### src/rtl/uart_pkg.sv
// Shared UART definitions, also used by the transmitter.
//   rx_state_e  receiver FSM states
//   OVERSAMPLE  oversampling ticks per bit
//   MID_TICK    tick index at the middle of the start bit
//   max_int     constant helper for counter sizing
package uart_pkg;

    typedef enum logic [1:0] {
        IDLE,
        START,
        DATA,
        STOP
    } rx_state_e;

    localparam int OVERSAMPLE = 16;
    localparam int MID_TICK   = 7;

    function automatic int max_int(input int a, input int b);
        return (a > b) ? a : b;
    endfunction

endpackage

### src/rtl/sync_2ff.sv
// Two-flop synchroniser for a single asynchronous input.
//   clk    system clock
//   rst_n  synchronous active-low reset; both flops load RST_VAL
//   d      asynchronous input
//   q      synchronised output, two clocks behind d
module sync_2ff #(
    parameter logic RST_VAL = 1'b1
) (
    input  logic clk,
    input  logic rst_n,
    input  logic d,
    output logic q
);

    logic meta;

    always_ff @(posedge clk) begin
        if (!rst_n) begin
            meta <= RST_VAL;
            q    <= RST_VAL;
        end else begin
            meta <= d;
            q    <= meta;
        end
    end

endmodule

### src/rtl/uart_rx.sv
// UART receiver driven by a 16x oversampling tick.
//   clk_i        system clock
//   rst_ni       synchronous active-low reset
//   tick_i       one-cycle pulse at 16x the baud rate
//   rx_i         asynchronous serial line, idle high
//   data_o       received word, held while valid_o is high
//   valid_o      data_o holds an unconsumed word
//   ready_i      consumer takes data_o when valid_o & ready_i
//   frame_err_o  one-cycle pulse: stop bit sampled low
//   overrun_o    one-cycle pulse: good frame dropped because output is full
//   busy_o       receiver is inside a frame
//
// state | meaning
// IDLE  | waiting for the line to go low
// START | counting to the middle of the start bit, rejects glitches
// DATA  | sampling DBIT data bits at bit centres, LSB first
// STOP  | waiting out the stop period, then checking the stop level
module uart_rx
    import uart_pkg::*;
#(
    parameter int DBIT    = 8,
    parameter int SB_TICK = 16
) (
    input  logic            clk_i,
    input  logic            rst_ni,
    input  logic            tick_i,
    input  logic            rx_i,
    output logic [DBIT-1:0] data_o,
    output logic            valid_o,
    input  logic            ready_i,
    output logic            frame_err_o,
    output logic            overrun_o,
    output logic            busy_o
);

    localparam int SW = $clog2(max_int(SB_TICK, OVERSAMPLE));
    localparam int NW = $clog2(DBIT);

    localparam logic [SW-1:0] S_MID      = SW'(MID_TICK);
    localparam logic [SW-1:0] S_BIT_END  = SW'(OVERSAMPLE - 1);
    localparam logic [SW-1:0] S_STOP_END = SW'(SB_TICK - 1);
    localparam logic [NW-1:0] N_LAST     = NW'(DBIT - 1);

    logic rx_s;

    rx_state_e       state_q, state_d;
    logic [SW-1:0]   s_cnt_q, s_cnt_d;
    logic [NW-1:0]   n_cnt_q, n_cnt_d;
    logic [DBIT-1:0] shreg_q, shreg_d;
    logic [DBIT-1:0] data_q, data_d;
    logic            valid_q, valid_d;
    logic            ferr_q, ferr_d;
    logic            ovr_q, ovr_d;
    logic            frame_good;

    sync_2ff #(.RST_VAL(1'b1)) u_sync (
        .clk   (clk_i),
        .rst_n (rst_ni),
        .d     (rx_i),
        .q     (rx_s)
    );

    always_ff @(posedge clk_i) begin
        if (!rst_ni) begin
            state_q <= IDLE;
            s_cnt_q <= '0;
            n_cnt_q <= '0;
            shreg_q <= '0;
            data_q  <= '0;
            valid_q <= 1'b0;
            ferr_q  <= 1'b0;
            ovr_q   <= 1'b0;
        end else begin
            state_q <= state_d;
            s_cnt_q <= s_cnt_d;
            n_cnt_q <= n_cnt_d;
            shreg_q <= shreg_d;
            data_q  <= data_d;
            valid_q <= valid_d;
            ferr_q  <= ferr_d;
            ovr_q   <= ovr_d;
        end
    end

    always_comb begin
        state_d    = state_q;
        s_cnt_d    = s_cnt_q;
        n_cnt_d    = n_cnt_q;
        shreg_d    = shreg_q;
        frame_good = 1'b0;
        ferr_d     = 1'b0;

        unique case (state_q)
            IDLE: begin
                // Leave on the first low sample, no tick needed, so
                // back-to-back frames need no idle bits.
                if (!rx_s) begin
                    state_d = START;
                    s_cnt_d = '0;
                end
            end
            START: begin
                if (tick_i) begin
                    if (s_cnt_q == S_MID) begin
                        s_cnt_d = '0;
                        if (!rx_s) begin
                            state_d = DATA;
                            n_cnt_d = '0;
                        end else begin
                            state_d = IDLE;
                        end
                    end else begin
                        s_cnt_d = s_cnt_q + SW'(1);
                    end
                end
            end
            DATA: begin
                if (tick_i) begin
                    if (s_cnt_q == S_BIT_END) begin
                        s_cnt_d = '0;
                        shreg_d = {rx_s, shreg_q[DBIT-1:1]};
                        if (n_cnt_q == N_LAST) begin
                            state_d = STOP;
                            n_cnt_d = '0;
                        end else begin
                            n_cnt_d = n_cnt_q + NW'(1);
                        end
                    end else begin
                        s_cnt_d = s_cnt_q + SW'(1);
                    end
                end
            end
            STOP: begin
                if (tick_i) begin
                    if (s_cnt_q == S_STOP_END) begin
                        state_d    = IDLE;
                        s_cnt_d    = '0;
                        frame_good = rx_s;
                        ferr_d     = ~rx_s;
                    end else begin
                        s_cnt_d = s_cnt_q + SW'(1);
                    end
                end
            end
            default: state_d = IDLE;
        endcase
    end

    // Output register: a new word may replace one being consumed in the
    // same cycle; otherwise a full register drops the new word.
    always_comb begin
        data_d  = data_q;
        valid_d = valid_q;
        ovr_d   = 1'b0;
        if (frame_good && !(valid_q && !ready_i)) begin
            data_d  = shreg_q;
            valid_d = 1'b1;
        end else begin
            if (frame_good) begin
                ovr_d = 1'b1;
            end
            if (valid_q && ready_i) begin
                valid_d = 1'b0;
            end
        end
    end

    assign data_o      = data_q;
    assign valid_o     = valid_q;
    assign frame_err_o = ferr_q;
    assign overrun_o   = ovr_q;
    assign busy_o      = (state_q != IDLE);

endmodule

### config.mk
export PLATFORM = sky130hd
export DESIGN_NAME = uart_rx
export DESIGN_NICKNAME = d
export VERILOG_FILES = /design/src/rtl/uart_pkg.sv /design/src/rtl/sync_2ff.sv /design/src/rtl/uart_rx.sv
export SDC_FILE = /design/constraint.sdc
export NUM_CORES = 1
export LEC_CHECK = 0
export ABC_CLOCK_PERIOD_IN_PS = 3900
export CAP_MARGIN = 40
export CORE_MARGIN = 1
export CORE_UTILIZATION = 28
export CTS_CLUSTER_SIZE = 8
export DETAILED_ROUTE_END_ITERATION = 8
export PLACE_DENSITY_LB_ADDON = 0.08
export SYNTH_ARGS = -nofsm -noshare
export SYNTH_HDL_FRONTEND = slang
export SYNTH_SLANG_ARGS = --single-unit
### constraint.sdc
create_clock -name clk_i -period 3.9 [get_ports clk_i]
set_clock_uncertainty 0.15 [all_clocks]
set_input_delay 0.585 -clock clk_i [delete_from_list [all_inputs] [get_ports clk_i]]
set_output_delay 0.585 -clock clk_i [all_outputs]
set_load 0.1 [all_outputs]
==> flow_summary.yaml, run 1 <==
clock_tree:
  post_cts_resized: 0
  clock_latency_ns: 0.28
  cts_buffer_depth: 2
  htreeDepth: 2
  cts_root_buf: "clkbuf_8"
  clkSinkCount: 30
  ctsHoldBuffers: 0
  clk_pin_slew_worst_paths_ns: 0.06
  cts_setup_buffers: 0
  tritoncts: "done"
  cts-buffers-inserted: 5
route:
  drtAntennaViolNets: 0
  drtIter0Drc: 82
  via_count: 1041
  wl_per_cell_um: 11.55
  first_pass_iters: 6
  wl_um: 2587
  drc: 0
  avgViaCountPerCell: 4.647
floorplan:
  core-area_mm2: 0.004474
  start_util_pct: 29.89
  die_x_um: 71.12
  design.die.area_mm2: 0.005057
  dieHeight_um: 71.12
  rows: 24
  io_pins: 17
global_routing:
  grt_util_met3_pct: 4.986
  globalRouteMet2Util_pct: 19.02
  use_met1_pct: 13.40
  grt_pass1_vias: 1014
  overflow: 0
  grt_max_degree: 32
  grt.total_usage_pct: 11.74
  grt-busiest-layer: "met2"
  grt_pass1_wl_um: 4519
  grt_antenna_before_repair: 0
synth:
  synth.avg_cell_area_um2: 9.419
  synth_area_mm2: 0.001338
  ys_types: 36
  yosysTopAreaCellShare_pct: 44.90
  synth-seq-cells: 30
  synth.top_cells.by_area: "dfxtp_1 (45%), mux2i_1 (8.2%), nand2_1 (4.8%), nand3_1 (3.7%), o21ai_0 (3.7%)"
  netlist_instances: 142
  async_flop_share_pct: 0
  ys.flop_type: "dfxtp_1"
  synth.net_count: 150
  synth_edf_count: 0
  ys_seq_area_share_pct: 44.90
  synth_warnings: 0
  synth_top_area_cell: "dfxtp_1"
cells_and_area:
  antenna_cells: 0
  layout.area.seq_um2: 600.6
  fin_cells: 224
  final.fill_count: 443
  area_delta_synth_final_pct: 34.05
  drive_gt1_share_pct: 15.70
  final_nets: 179
  multi_input_area_um2: 661.9
timing:
  slew_viol_final: 0
  post-route-period-util_pct: 64.54
  rsz0062_at_grt: "false"
  fin_setup_tns_ns: 0
  setup_viol: 0
  min_period_ns: 2.517
  final-hold-violation-count: 0
  slew_headroom_pct: 52.38
  tightest_slew_ns: 0.7113
  max_freq_ghz: 0.3973
place:
  dpl.hpwl_um: 1798
  io_buffers: 16
  place_congestion: 0.7169
  dpl.cell_count: 216
critical_path:
  endpoint_kind: "primary output"
  cp-start-kind: "flop"
  critPathSlowestCell: "clkdlybuf4s50_1"
  crit_chain: "nor2_1 > inv_1 > clkdlybuf4s50_1 > buf_8"
  cp.required_ns: 3.16
  worstPathMaxFanout: 9
  reg2reg_slack_ns: 1.91
  slowest_delay_ns: 0.53
  crit_arrival_ns: 1.78
  worst-path-buf-inv: 3
  path_delay_family: "buffers and inverters"
  r2r-start: "s_cnt_q[0]"
  crit_type: "flop to primary output"
  worstRegToRegCells: 4
  r2r-end: "data_o[1]"
job:
  drv_cap: 0
worst_hold_path:
  min_to: "u_sync.q"
  min-delay-start: "u_sync.meta"
  hold_depth: 1
  min_path_type: "flop to flop"
pwr:
  p_leak_nw: 0.6660
  ir_worst_vdd_v: 0.0001339
  power.density_mw_per_mm2: 357.6
outcome:
  status: "finished, final reports clean"
## worst max path at each step
stage               startpoint    endpoint  slack [ns]  cells after the start
floorplan                 flop  s_cnt_q[2]        1.91                      6
global placement        tick_i   data_o[4]        1.22                      4
detailed placement      tick_i   data_o[1]        1.17                      4
CTS                       flop      busy_o        1.39                      4
global route              flop      busy_o        1.29                      4
finish                    flop      busy_o        1.38                      4
## logic make-up after synthesis
logic type | after synthesis | synth area share [%]
AO/OA/AOI/OAI | 22 | 9.075
XOR/XNOR | 2 | 1.310
adder cells (fa/ha/maj) | 3 | 2.807
buffers and inverters | 9 | 5.613
flip-flops | 30 | 44.90
multiplexers | 12 | 9.074
AND/OR/NAND/NOR | 64 | 27.22
## metal layers
| metal | up-vias | wire length, um |
|---|---|---|
| met5 | - | 0 |
| met4 | 0 | 37 |
| met3 | 4 | 100 |
| met2 | 14 | 1222 |
| met1 | 472 | 1227 |
| li1 | 551 | - |
## registers in the layout, summed over array words and instances, names as in the netlist, 3 cells and up, named ones only
signal   count
data_o       8
n_cnt_q      3
s_cnt_q      4
shreg_q      8
## stage by stage
step | total power, W | hold WS (ns) | worst slack (ns) | util, % | instance area [um^2]
2_1_floorplan | 0.0003480 | 0.2363 | 1.909 | - | 1338
5_1_grt | 0.0006691 | 0.2675 | 1.294 | 40.07 | 1793
4_1_cts | 0.0006532 | 0.2601 | 1.388 | 40.07 | 1793
6_report | 0.0006412 | 0.2557 | 1.383 | 40.07 | 1793
3_3_place_gp | 0.0003551 | 0.2416 | 1.225 | 33.59 | 1503
3_5_place_dp | 0.0003585 | 0.2448 | 1.171 | 37.61 | 1683
## worst register-to-register path: cells and delay by family, from the launching register on
kind / cells / cell delay [ns]
simple gates: 2 / 0.84
flops: 1 / 0.38
fa+ha+maj: 1 / 0.27
compound gates: 1 / 0.20
## placed cells by master, fill, tap and decap left out, types with 2 or more instances in the layout
cell / instances
or3_1: 2
mux2i_1: 11
nand3_1: 10
and2_1: 2
o21ai_0: 10
nor3_1: 3
nor2b_1: 5
dfxtp_1: 30
clkbuf_8: 8
ha_1: 3
xnor2_1: 2
clkdlybuf4s50_1: 16
nand2b_1: 4
nand4_1: 2
nor2_1: 10
nand2_1: 17
buf_8: 12
a21oi_1: 7
## cell type report
type	count	share of cell area [%]
Clock buffer	8	6.141
Inverter	2	0.4187
Multi-Input combinational cell	103	36.92
Sequential cell	30	33.50
Tap cell	52	3.629
Timing Repair Buffer	29	19.40
## where the power goes
part	total, W	switching, W	internal, W
registers	0.000313	0.00000387	0.000309
clock network	0.000290	0.000112	0.000178
logic	0.0000385	0.0000230	0.0000155
total	0.000641	0.000139	0.000503
## synth_stat cells (2+ instances only)
| master | instances |
|---|---|
| nor2b_1 | 5 |
| nor2_1 | 10 |
| nand3_1 | 10 |
| nor3_1 | 3 |
| and2_1 | 2 |
| nand2_1 | 17 |
| ha_1 | 3 |
| a21oi_1 | 7 |
| mux2i_1 | 11 |
| clkbuf_8 | 3 |
| xnor2_1 | 2 |
| o21ai_0 | 10 |
| nand2b_1 | 4 |
| nand4_1 | 2 |
| or3_1 | 2 |
| dfxtp_1 | 30 |
| clkbuf_1 | 2 |
Power figures use the tool's default switching activity.
==> inputs of run 2 (changes only) <==
Settings changed: ABC_CLOCK_PERIOD_IN_PS 3900 to 2400.
Clock period 3.9 ns to 2.4 ns, I/O delays scaled along.
==> run 2 against run 1 <==
Count of clock-buffer cells in the layout did not move. Via count decreased by 0.29%. Largest power group unchanged. Clock power increased by 62%. Final cell count is 4.0% lower. Total power up 63%. Critical path type unchanged. Routed wire length increased by 4.9%. Critical path depth shrank 1. Setup slack worse by 0.81 ns. First-iteration DRC count is 15% lower. Non-clock buffer count fell by 9. Final area shrank 9.8%.
==> flow_summary.yaml, run 2 (synthesis gave the netlist of run 1 again) <==
global_routing:
  grt_pass1_wl_um: 4429
  grt.total_usage_pct: 11.60
  overflow: 0
  grt_pass1_vias: 974
  grt_max_degree: 25
  grt_antenna_before_repair: 0
floorplan:
  die_x_um: 71.12
  io_pins: 17
  dieHeight_um: 71.12
  start_util_pct: 29.89
  design.die.area_mm2: 0.005057
  core-area_mm2: 0.004474
  rows: 24
clock_tree:
  cts_buffer_depth: 2
  clk_pin_slew_worst_paths_ns: 0.06
  cts_root_buf: "clkbuf_8"
  ctsHoldBuffers: 0
  tritoncts: "done"
  clock_latency_ns: 0.28
  cts_setup_buffers: 0
  clkSinkCount: 30
  htreeDepth: 2
  post_cts_resized: 0
  cts-buffers-inserted: 5
critical_path:
  path_delay_family: "flip-flops"
  reg2reg_slack_ns: 0.62
  crit_arrival_ns: 1.31
  cp.required_ns: 1.89
  crit_type: "flop to primary output"
  worst-path-buf-inv: 2
  endpoint_kind: "primary output"
  crit_chain: "nor2_1 > inv_1 > buf_12"
  worstPathMaxFanout: 9
  r2r-start: "s_cnt_q[0]"
  slowest_delay_ns: 0.51
  cp-start-kind: "flop"
  critPathSlowestCell: "dfxtp_1"
timing:
  post-route-period-util_pct: 75.92
  final-hold-violation-count: 0
  tightest_slew_ns: 0.4019
  max_freq_ghz: 0.5488
  rsz0062_at_grt: "false"
  min_period_ns: 1.822
  setup_viol: 0
  slew_headroom_pct: 73.21
  fin_setup_tns_ns: 0
  slew_viol_final: 0
place:
  io_buffers: 16
  dpl.hpwl_um: 1901
  place_congestion: 0.6812
worst_hold_path:
  min_path_type: "flop to flop"
  min-delay-start: "u_sync.meta"
route:
  drtIter0Drc: 70
  drtAntennaViolNets: 0
  wl_per_cell_um: 12.62
  avgViaCountPerCell: 4.828
  drc: 0
  first_pass_iters: 6
  via_count: 1038
  wl_um: 2713
job:
  drv_cap: 0
cells_and_area:
  layout.area.seq_um2: 600.6
  final.fill_count: 455
  drive_gt1_share_pct: 18.40
  final_cell_mix: "dfxtp_1 (30), nand2_1 (17), buf_4 (15)"
  antenna_cells: 0
  final_nets: 170
  final_common_cell: "dfxtp_1"
  multi_input_area_um2: 661.9
  area_delta_synth_final_pct: 20.95
pwr:
  ir_worst_vdd_v: 0.0003169
  p_leak_nw: 0.6224
  power.density_mw_per_mm2: 645.7
  finalPower_w: 0.001045
outcome:
  status: "finished, final reports clean"
[run 2: changes by cell type in the layout (fill, tap and decap cells not counted)]
cell             before  now
buf_4                 1   15
buf_8                12    0
clkdlybuf4s50_1      16    4
buf_12                0    1
[run 2: area by class of cell]
class	instances	share of cell area, %
clock buffers	8	6.806
inverters	2	0.4640
multi-input cells	103	40.91
flip-flops and latches	30	37.12
well taps	52	4.022
repair buffers	20	10.67
[run 2: final timing paths]
check               end  cells past startpoint
max              busy_o                      3
min            u_sync.q                      1
max reg2reg  n_cnt_q[1]                      5
min reg2reg    u_sync.q                      1
[run 2: layer usage]
layer | track usage [%] | share of wire, %
met3 | 2.991 | 3.6
met4 | 6.667 | 2.1
met1 | 13.33 | 46
met5 | 0 | 0
met2 | 19.55 | 48
[run 2: metrics by stage]
stage | hold slack, ns | area (um^2) | setup slack, ns | cells | utilization [%]
final | 0.2564 | 1618 | 0.5779 | 215 | 36.16
after global routing | 0.2894 | 1618 | 0.4984 | 215 | 36.16
after CTS | 0.2618 | 1618 | 0.5928 | 215 | 36.16
after detailed placement | 0.2473 | 1508 | 0.3717 | 207 | 33.70
after global placement | 0.2410 | 1508 | 0.4235 | 207 | 33.70
after floorplan | 0.2363 | 1338 | 0.4086 | 142 | -
[run 2: where the power goes]
part | internal, W | switching, W
clock network | 0.000289 | 0.000181
logic | 0.0000266 | 0.0000388
registers | 0.000502 | 0.00000667
